===== config.mk =====
export PLATFORM = sky130hd
export DESIGN_NAME = sine_seq_ctrl
export DESIGN_NICKNAME = d
export VERILOG_FILES = /design/src/rtl/sine_seq_pkg.sv /design/src/rtl/sine_tick_gen.sv /design/src/rtl/sine_seq_ctrl.sv
export SDC_FILE = /design/constraint.sdc
export NUM_CORES = 1
export LEC_CHECK = 0
export CAP_MARGIN = 5
export CORE_MARGIN = 2
export CORE_UTILIZATION = 35
export DETAILED_ROUTE_END_ITERATION = 8
export PLACE_DENSITY = 0.6
export SLEW_MARGIN = 5
export SYNTH_ARGS = -nofsm -noshare
export SYNTH_HDL_FRONTEND = slang
export SYNTH_HIERARCHICAL = 1
export SYNTH_SLANG_ARGS = --single-unit

===== constraint.sdc =====
create_clock -name clk -period 5.3 [get_ports clk]
set_input_delay 1.06 -clock clk [delete_from_list [all_inputs] [get_ports clk]]
set_output_delay 1.06 -clock clk [all_outputs]
set_load 0.005 [all_outputs]

===== src/rtl/sine_seq_pkg.sv =====
// -----------------------------------------------------------------------------
// sine_seq_pkg
// Shared types and constants for the quarter-wave sine sequencer.
//   state_e      : sequencer FSM states (IDLE, RUN, DRAIN)
//   Q0..Q3       : phase quadrant codes (top QUAD_W bits of the accumulator)
//   *_DEF        : default widths / tick divider used by sine_seq_ctrl
// -----------------------------------------------------------------------------
package sine_seq_pkg;

    localparam int PHASE_W_DEF  = 16;
    localparam int ADDR_W_DEF   = 7;
    localparam int DATA_W_DEF   = 10;
    localparam int TICK_DIV_DEF = 4;
    localparam int QUAD_W       = 2;

    typedef enum logic [1:0] {
        IDLE  = 2'd0,
        RUN   = 2'd1,
        DRAIN = 2'd2
    } state_e;

    // Quadrant codes: bit 0 selects a mirrored (descending) ROM walk,
    // bit 1 selects a negated sample.
    localparam logic [QUAD_W-1:0] Q0 = 2'd0;
    localparam logic [QUAD_W-1:0] Q1 = 2'd1;
    localparam logic [QUAD_W-1:0] Q2 = 2'd2;
    localparam logic [QUAD_W-1:0] Q3 = 2'd3;

endpackage


===== src/rtl/sine_tick_gen.sv =====
// -----------------------------------------------------------------------------
// sine_tick_gen
// Sample-rate divider: counts 0..TICK_DIV-1 while enabled and pulses tick
// whenever the count is 0, so the first enabled cycle is always a tick.
//   clk   in   system clock
//   rst   in   synchronous active-high reset
//   en    in   count enable (sequencer in RUN)
//   clear in   restart the count at 0 (start accepted)
//   tick  out  sample tick, one cycle every TICK_DIV enabled cycles
// -----------------------------------------------------------------------------
module sine_tick_gen #(
    parameter int TICK_DIV = 4
) (
    input  logic clk,
    input  logic rst,
    input  logic en,
    input  logic clear,
    output logic tick
);

    localparam int              CNT_W   = (TICK_DIV > 1) ? $clog2(TICK_DIV) : 1;
    localparam logic [CNT_W-1:0] CNT_MAX = CNT_W'(TICK_DIV - 1);

    logic [CNT_W-1:0] cnt_q;
    logic [CNT_W-1:0] cnt_d;

    // NOTE: every variable written in always_comb gets a default first, so
    // no path can leave it unassigned and infer a latch.
    always_comb begin
        cnt_d = cnt_q;
        if (clear) begin
            cnt_d = '0;
        end else if (en) begin
            cnt_d = (cnt_q == CNT_MAX) ? '0 : cnt_q + 1'b1;
        end
    end

    // NOTE: sequential state uses non-blocking assignments so every register
    // samples its pre-edge inputs regardless of process ordering.
    always_ff @(posedge clk) begin
        if (rst) begin
            cnt_q <= '0;
        end else begin
            cnt_q <= cnt_d;
        end
    end

    assign tick = en && (cnt_q == '0);

endmodule


===== src/rtl/sine_seq_ctrl.sv =====
// -----------------------------------------------------------------------------
// sine_seq_ctrl
// Sequencer for a quarter-wave sine ROM (registered read, 1-cycle latency).
// A phase accumulator advances by fcw on every sample tick; its top two bits
// pick the quadrant, the next ADDR_W bits the ROM address (mirrored in odd
// quadrants). The ROM word is negated in the lower half-wave and delivered on
// a valid/ready output register; a result arriving while a sample is still
// held is dropped and flagged on the sticky overrun output.
//   clk       in   system clock
//   rst       in   synchronous active-high reset
//   start     in   begin generation (IDLE only)
//   stop      in   end generation (RUN only)
//   fcw       in   frequency tuning word, sampled on each tick
//   rom_addr  out  registered ROM read address
//   rom_data  in   ROM word, valid the cycle after rom_addr
//   out_data  out  signed two's-complement sample
//   out_valid out  sample available
//   out_ready in   consumer accepts
//   overrun   out  sticky sample-dropped flag
//   clr_ovr   in   clears overrun
//   busy      out  sequencer not in IDLE
// -----------------------------------------------------------------------------
module sine_seq_ctrl
    import sine_seq_pkg::*;
#(
    parameter int PHASE_W  = PHASE_W_DEF,
    parameter int ADDR_W   = ADDR_W_DEF,
    parameter int DATA_W   = DATA_W_DEF,
    parameter int TICK_DIV = TICK_DIV_DEF
) (
    input  logic              clk,
    input  logic              rst,
    input  logic              start,
    input  logic              stop,
    input  logic [PHASE_W-1:0] fcw,
    output logic [ADDR_W-1:0] rom_addr,
    input  logic [DATA_W-1:0] rom_data,
    output logic [DATA_W-1:0] out_data,
    output logic              out_valid,
    input  logic              out_ready,
    output logic              overrun,
    input  logic              clr_ovr,
    output logic              busy
);

    state_e              state_q, state_d;
    logic [PHASE_W-1:0]  phase_q, phase_d;
    logic [ADDR_W-1:0]   rom_addr_q, rom_addr_d;
    logic                s1_valid_q, s1_valid_d;
    logic                s1_neg_q, s1_neg_d;
    logic                s2_valid_q, s2_valid_d;
    logic                s2_neg_q, s2_neg_d;
    logic [DATA_W-1:0]   out_data_q, out_data_d;
    logic                out_valid_q, out_valid_d;
    logic                overrun_q, overrun_d;

    logic                tick;
    logic                start_acc;
    logic [QUAD_W-1:0]   quad;
    logic [ADDR_W-1:0]   qaddr;
    logic                mirror;
    logic                neg;
    logic [DATA_W-1:0]   result;
    logic                drop;

    assign start_acc = (state_q == IDLE) && start;

    sine_tick_gen #(
        .TICK_DIV (TICK_DIV)
    ) u_tick_gen (
        .clk   (clk),
        .rst   (rst),
        .en    (state_q == RUN),
        .clear (start_acc),
        .tick  (tick)
    );

    assign quad  = phase_q[PHASE_W-1 -: QUAD_W];
    assign qaddr = phase_q[PHASE_W-3 -: ADDR_W];

    always_comb begin
        mirror = 1'b0;
        neg    = 1'b0;
        case (quad)
            Q0:      begin mirror = 1'b0; neg = 1'b0; end
            Q1:      begin mirror = 1'b1; neg = 1'b0; end
            Q2:      begin mirror = 1'b0; neg = 1'b1; end
            default: begin mirror = 1'b1; neg = 1'b1; end
        endcase
    end

    // Two's-complement negate; the carry out of ~0+1 is discarded so -0 == 0.
    assign result = s2_neg_q ? DATA_W'(~rom_data + 1'b1) : rom_data;

    // A result arriving while an unaccepted sample is held is lost.
    assign drop = s2_valid_q && out_valid_q && !out_ready;

    always_comb begin
        state_d     = state_q;
        phase_d     = phase_q;
        rom_addr_d  = rom_addr_q;
        s1_valid_d  = tick;
        s1_neg_d    = s1_neg_q;
        s2_valid_d  = s1_valid_q;
        s2_neg_d    = s1_neg_q;
        out_data_d  = out_data_q;
        out_valid_d = out_valid_q;
        overrun_d   = overrun_q;

        case (state_q)
            IDLE:    if (start) state_d = RUN;
            RUN:     if (stop)  state_d = DRAIN;
            // Stage 2 always empties on this edge and no ticks issue in DRAIN,
            // so the pipeline is empty once stage 1 is.
            DRAIN:   if (!s1_valid_q) state_d = IDLE;
            default: state_d = IDLE;
        endcase

        if (start_acc) begin
            phase_d = '0;
        end

        if (tick) begin
            // 2**ADDR_W-1 - a is the bitwise complement of a.
            rom_addr_d = mirror ? ~qaddr : qaddr;
            s1_neg_d   = neg;
            phase_d    = phase_q + fcw;
        end

        if (s2_valid_q) begin
            if (!out_valid_q || out_ready) begin
                out_data_d  = result;
                out_valid_d = 1'b1;
            end
        end else if (out_valid_q && out_ready) begin
            out_valid_d = 1'b0;
        end

        if (drop) begin
            overrun_d = 1'b1;
        end else if (clr_ovr || start_acc) begin
            overrun_d = 1'b0;
        end
    end

    always_ff @(posedge clk) begin
        if (rst) begin
            state_q     <= IDLE;
            phase_q     <= '0;
            rom_addr_q  <= '0;
            s1_valid_q  <= 1'b0;
            s1_neg_q    <= 1'b0;
            s2_valid_q  <= 1'b0;
            s2_neg_q    <= 1'b0;
            out_data_q  <= '0;
            out_valid_q <= 1'b0;
            overrun_q   <= 1'b0;
        end else begin
            state_q     <= state_d;
            phase_q     <= phase_d;
            rom_addr_q  <= rom_addr_d;
            s1_valid_q  <= s1_valid_d;
            s1_neg_q    <= s1_neg_d;
            s2_valid_q  <= s2_valid_d;
            s2_neg_q    <= s2_neg_d;
            out_data_q  <= out_data_d;
            out_valid_q <= out_valid_d;
            overrun_q   <= overrun_d;
        end
    end

    assign rom_addr  = rom_addr_q;
    assign out_data  = out_data_q;
    assign out_valid = out_valid_q;
    assign overrun   = overrun_q;
    assign busy      = (state_q != IDLE);

endmodule


# [Word-level counts from Yosys, hierarchy flattened]
# Cells that the tools add are included.
[word_totals] reg_bits=43 input_bits=32 wordCells=62
[op_classes] n_reduce_logical=22 mux=15 n_addsub=3 bitwise=2 n_eq_ne=9
[ops] cell="16-bit 2-to-1 mux" count=2
[ops] cell="16-bit adder" count=1
[ops] cell="10-bit by 1-bit adder with 10-bit output (second input constant)" count=1
[ops] cell="10-bit 2-to-1 mux" count=1
[ops] cell="10-bit inverter" count=1
[ops] cell="2-bit 2-to-1 mux" count=4
[ops] cell="2-bit nonzero test" count=4
[ops] cell="7-bit 2-to-1 mux" count=1
[ops] cell="7-bit inverter" count=1
[ops] cell="2-bit == test (second input constant)" count=3
[ops] cell="2-bit logical NOT" count=3
[ops] cell="1-bit 2-to-1 mux" count=6
[ops] cell="2-bit inequality test (second input constant)" count=3
[ops] cell="2-bit case mux with 3 select lines" count=1
[ops] cell="2-bit OR reduction" count=3
[ops] cell="1-bit logical AND" count=5
[ops] cell="2-bit by 1-bit == test with 1-bit output (second input constant)" count=2
[ops] cell="2-bit AND reduction" count=2
[ops] cell="3-bit AND reduction" count=1
[ops] cell="2-bit by 1-bit adder with 2-bit output (second input constant)" count=1
[ops] cell="1-bit logical NOT" count=2
[ops] cell="1-bit logical OR" count=2
[ops] cell="2-bit by 1-bit inequality test with 1-bit output (second input constant)" count=1

# [Depth between registers and ports, before layout]
[depth] depth_word=5 depth_mapped=9

# [Modules after synthesis]
# The synthesis kept the hierarchy.
[by_module_without_submodules] module="sine_seq_ctrl" cells_each=270 n_inst=1 seq_area_each_um2=820.8 area_per_inst_um2=2363.5
[by_module_without_submodules] module="sine_tick_gen" cells_each=12 n_inst=1 seq_area_each_um2=40.0 area_per_inst_um2=121.4

# [Least setup slack after synthesis]
# Ideal clock, no wire load.
[synth_path] path_kind="input port to flip-flop" start="in fcw[0]" end="reg phase_q[12]" stages=9 t_required_ns=5.183 n_path_buf=0 slack_ns=2.596 arrival_ns=2.587 setup_time_ns=0.117 cell_sequence="ha_1 -> inv_1 -> fa_1 -> nor2b_1 -> o211ai_1 -> a31o_2 -> nor2_1 -> o21ai_0 -> a32o_1"
[synth_between] elab_chain_len=2
[synth_lines] item="start: declaration" line_no="sine_seq_ctrl.sv:35" text="input logic [PHASE_W-1:0] fcw,"
[synth_lines] item="16-bit adder" line_no="sine_seq_ctrl.sv:127" text="phase_d = phase_q + fcw;"
[synth_lines] item="16-bit 2-to-1 mux" line_no="sine_seq_ctrl.sv:123" text="if (tick) begin"
[synth_lines] item="end signal: assignment" line_no="sine_seq_ctrl.sv:160" text="phase_q <= phase_d;"
[synth_lines] item="end: declaration" line_no="sine_seq_ctrl.sv:47" text="logic [PHASE_W-1:0] phase_q, phase_d;"
# Every way passes these cells.
# A chain may end at the register's enable or synchronous reset.

# [Final worst setup path]
# Same ends and word-level chain as after synthesis.

==> flow_metrics.env <==
export IMPL_status="complete, no violations"
export IMPL_synth_edf_count=0
export IMPL_yosys_top_cells_area="dfxtp_1, ha_1, xnor2_1, nor2_1, a211oi_1"
export IMPL_final_area_mm2=0.00318
export IMPL_drt_iter0_markers=101
export IMPL_fin_crit_sh_pct=57.6
export IMPL_vias=2078
export IMPL_yosysMostFrequentCell="dfxtp_1"
export IMPL_p_switching_uw=214
export IMPL_startpoint_type="input pin"
export IMPL_cts_buffers=5
export IMPL_drv_slew=0
export IMPL_start_util_pct=36.4
export IMPL_cts_reportedPaths_clkPinSlew_ps=80
export IMPL_dp_cells=416
export IMPL_stdcell_count=424
export IMPL_synthFlopType="dfxtp_1"
export IMPL_reg2reg_depth=5
export IMPL_synth_nets=333
export IMPL_wl_per_cell_um=12.8
export IMPL_core_mm2=0.00683
export IMPL_finalNetCount=378
export IMPL_clk_latency_ps=290
export IMPL_hpwl_um=4130
export IMPL_cts_max_path_buffers=2
export IMPL_yosysUniqueCellTypes=44
export IMPL_ys_seq_area_share_pct=34.6
export IMPL_cts_max_level=2
export IMPL_yosysTopAreaCell="dfxtp_1"
export IMPL_die_w_um=88.3
export IMPL_diodes=0
export IMPL_max_slew_worst_pin_slew_ps=1170
export IMPL_reg2reg_to="phase_q[10]$_SDFFE_PP0P_"
export IMPL_dieArea_mm2=0.00779
export IMPL_reg2reg_from="state_q[0]$_SDFFE_PP0P_"
export IMPL_gp_congestion=0.901
export IMPL_min_period_ps=3050
export IMPL_hold_class="reg2reg"
export IMPL_crit_path_max_fanout=3
export IMPL_postCtsHoldBufs=0
export IMPL_clkSinkCount=43
export IMPL_chipHeight_um=88.3
export IMPL_rows=30
export IMPL_peakVddDrop_v=0.0000893
export IMPL_p_total_uw=833
export IMPL_pin_count=52
export IMPL_layout_setup_ws_ps=2250
export IMPL_wirelength_um=5430
export IMPL_cp_required_ps=5490
export IMPL_synthTopCellsByCount="dfxtp_1, nor2_1, a21oi_1"
export IMPL_leakagePower_nw=1.20
export IMPL_cts_root_buf="clkbuf_8"
export IMPL_finClkSkew_ps=7.04
export IMPL_fillers=683
export IMPL_cp_endpoint="phase_q[12]$_SDFFE_PP0P_"
export IMPL_post_route_drc_count=0
export IMPL_drtAntennaViolNets=0
export IMPL_syn_area_per_cell_um2=8.81
export IMPL_setup_violations=0
export IMPL_rrSetupSlack_ps=2880
export IMPL_syn_inst=282
export IMPL_finalSetupTns_ps=0
export IMPL_pre_cts_ws_ps=1950
export IMPL_crit_start="fcw[0]"
export IMPL_seqPwrFrac_pct=42.6
export IMPL_clockPowerShare_pct=36.2
export IMPL_syn_to_final_growth_pct=27.8
export IMPL_grt_pass1_vias=1886
export IMPL_cp_end_kind="flop"
export IMPL_place_area_mm2=0.00304
export IMPL_drt_vias_per_instance=4.90
export IMPL_min_path_cells=1
export IMPL_netlist_area_leader_share_pct=34.6
export IMPL_max_slew_margin_pct=22.1
export IMPL_p_int_uw=618
export IMPL_hold_viol_final=0
export IMPL_maxCapViolCount=0
export IMPL_io_buffers=51
export IMPL_yosys_warnings=6
export IMPL_switching_share_pct=25.7
export IMPL_overflow=0
export IMPL_antenna_found_initial=0
export IMPL_powerDensity_mw_per_mm2=262
export IMPL_post_cts_setup_buffer_count=0
export IMPL_synth_area_mm2=0.00248
export IMPL_grt_max_degree=35
export IMPL_grt_pass1_wl_um=8940
export IMPL_final_layout_size_suffix_gt1_share_pct=5.18
export IMPL_cts_tree="done"
export IMPL_cts_resized=0
export IMPL_rsz0062_at_grt="no"
export IMPL_cp_arrival_ps=3240
export IMPL_track_usage_pct=14.4
export IMPL_fmax_mhz=328
export IMPL_critPathKind="in2reg"
export IMPL_async_reset_ff_share_pct=0
export IMPL_ys_ff_latch=43
export IMPL_combPwrFrac_pct=21.2
export IMPL_drt_pass1_iterations=4
-- flip-flops by register name, summed over array words and instances (netlist names) --
| signal | flops |
|---|---|
| phase_q | 16 |
| out_data | 10 |
| rom_addr | 7 |
| state_q | 2 |
| u_tick_gen/cnt_q | 2 |
| out_valid | 1 |
| overrun | 1 |
| s1_neg_q | 1 |
| s1_valid_q | 1 |
| s2_neg_q | 1 |
| s2_valid_q | 1 |
-- cell type report --
cell class	count	area, um2	share of cell area [%]
inverter	12	45.0	1.42
clock buffer	5	68.8	2.17
clock inverter	3	67.6	2.13
multi-input combinational	212	1490	46.9
sequential	43	861	27.1
timing repair buffer	53	526	16.5
tap	96	120	3.78
-- worst min path at each step --
| stage | to | from |
|---|---|---|
| 6_report | s2_neg_q$_SDFF_PP0_ | s1_neg_q$_SDFFE_PP0P_ |
| 4_1_cts | s2_neg_q$_SDFF_PP0_ | s1_neg_q$_SDFFE_PP0P_ |
| 3_5_place_dp | s2_valid_q$_SDFF_PP0_ | s1_valid_q$_SDFF_PP0_ |
| 3_3_place_gp | s2_neg_q$_SDFF_PP0_ | s1_neg_q$_SDFFE_PP0P_ |
| 2_1_floorplan | s2_neg_q$_SDFF_PP0_ | s1_neg_q$_SDFFE_PP0P_ |
| 5_1_grt | s2_neg_q$_SDFF_PP0_ | s1_neg_q$_SDFFE_PP0P_ |
-- worst max-delay path, cell delays in order --
cell	delay [ps]
clkdlybuf4s50_1	460
ha_1	200
inv_1	70
fa_1	400
nor2b_1	170
o211ai_1	130
a31o_2	300
nor2_1	100
o21ai_0	90
a32o_1	260
-- through the flow --
stage,util (%),hold slack (ps)
2_1_floorplan,-,437
3_3_place_gp,44.5,449
3_5_place_dp,44.5,459
4_1_cts,46.5,465
5_1_grt,46.5,472
6_report,46.5,465
-- kinds of logic after synthesis --
kind of cell	count (synthesis)	share of synthesized area (%)
and+or+nand+nor	79	14.2
AOI/OAI and AO/OA	78	22.6
DFF	43	34.6
xor gates and xnor gates	27	9.52
buffers and inverters	27	5.44
adders and majority gates	19	9.87
muxes	9	3.68
-- power by group through the flow --
stage / Sequential (mW) / Combinational, mW / Clock, mW
floorplan: 0.358 / 0.119 / 0
global placement: 0.362 / 0.175 / 0
detailed placement: 0.362 / 0.177 / 0
CTS: 0.355 / 0.178 / 0.312
global route: 0.357 / 0.196 / 0.324
finish: 0.355 / 0.177 / 0.301
-- layer usage --
metal,global-route usage [%],up-vias,wire [um]
met4,3.99,0,68
li1,-,1096,-
met5,0,-,0
met1,21.3,922,2880
met2,20.9,51,2230
met3,3.36,9,249
-- cells in the final DEF (no fill, tap or decap), types with 3 or more instances in the layout --
master and n:
or3_1 4, a21oi_1 19, nand2_1 14, xnor2_1 18, inv_1 12, ha_1 18, o211ai_1 3, nor3_1 3
a22oi_1 3, clkdlybuf4s50_1 51, nor2b_1 7, nor2_1 41, a22o_1 7, a211oi_1 16, dfxtp_1 43, mux2i_1 8
o31ai_1 4, xor2_1 9, clkbuf_8 5, o21ai_0 8
No activity file was read; power rests on OpenSTA's default activity.
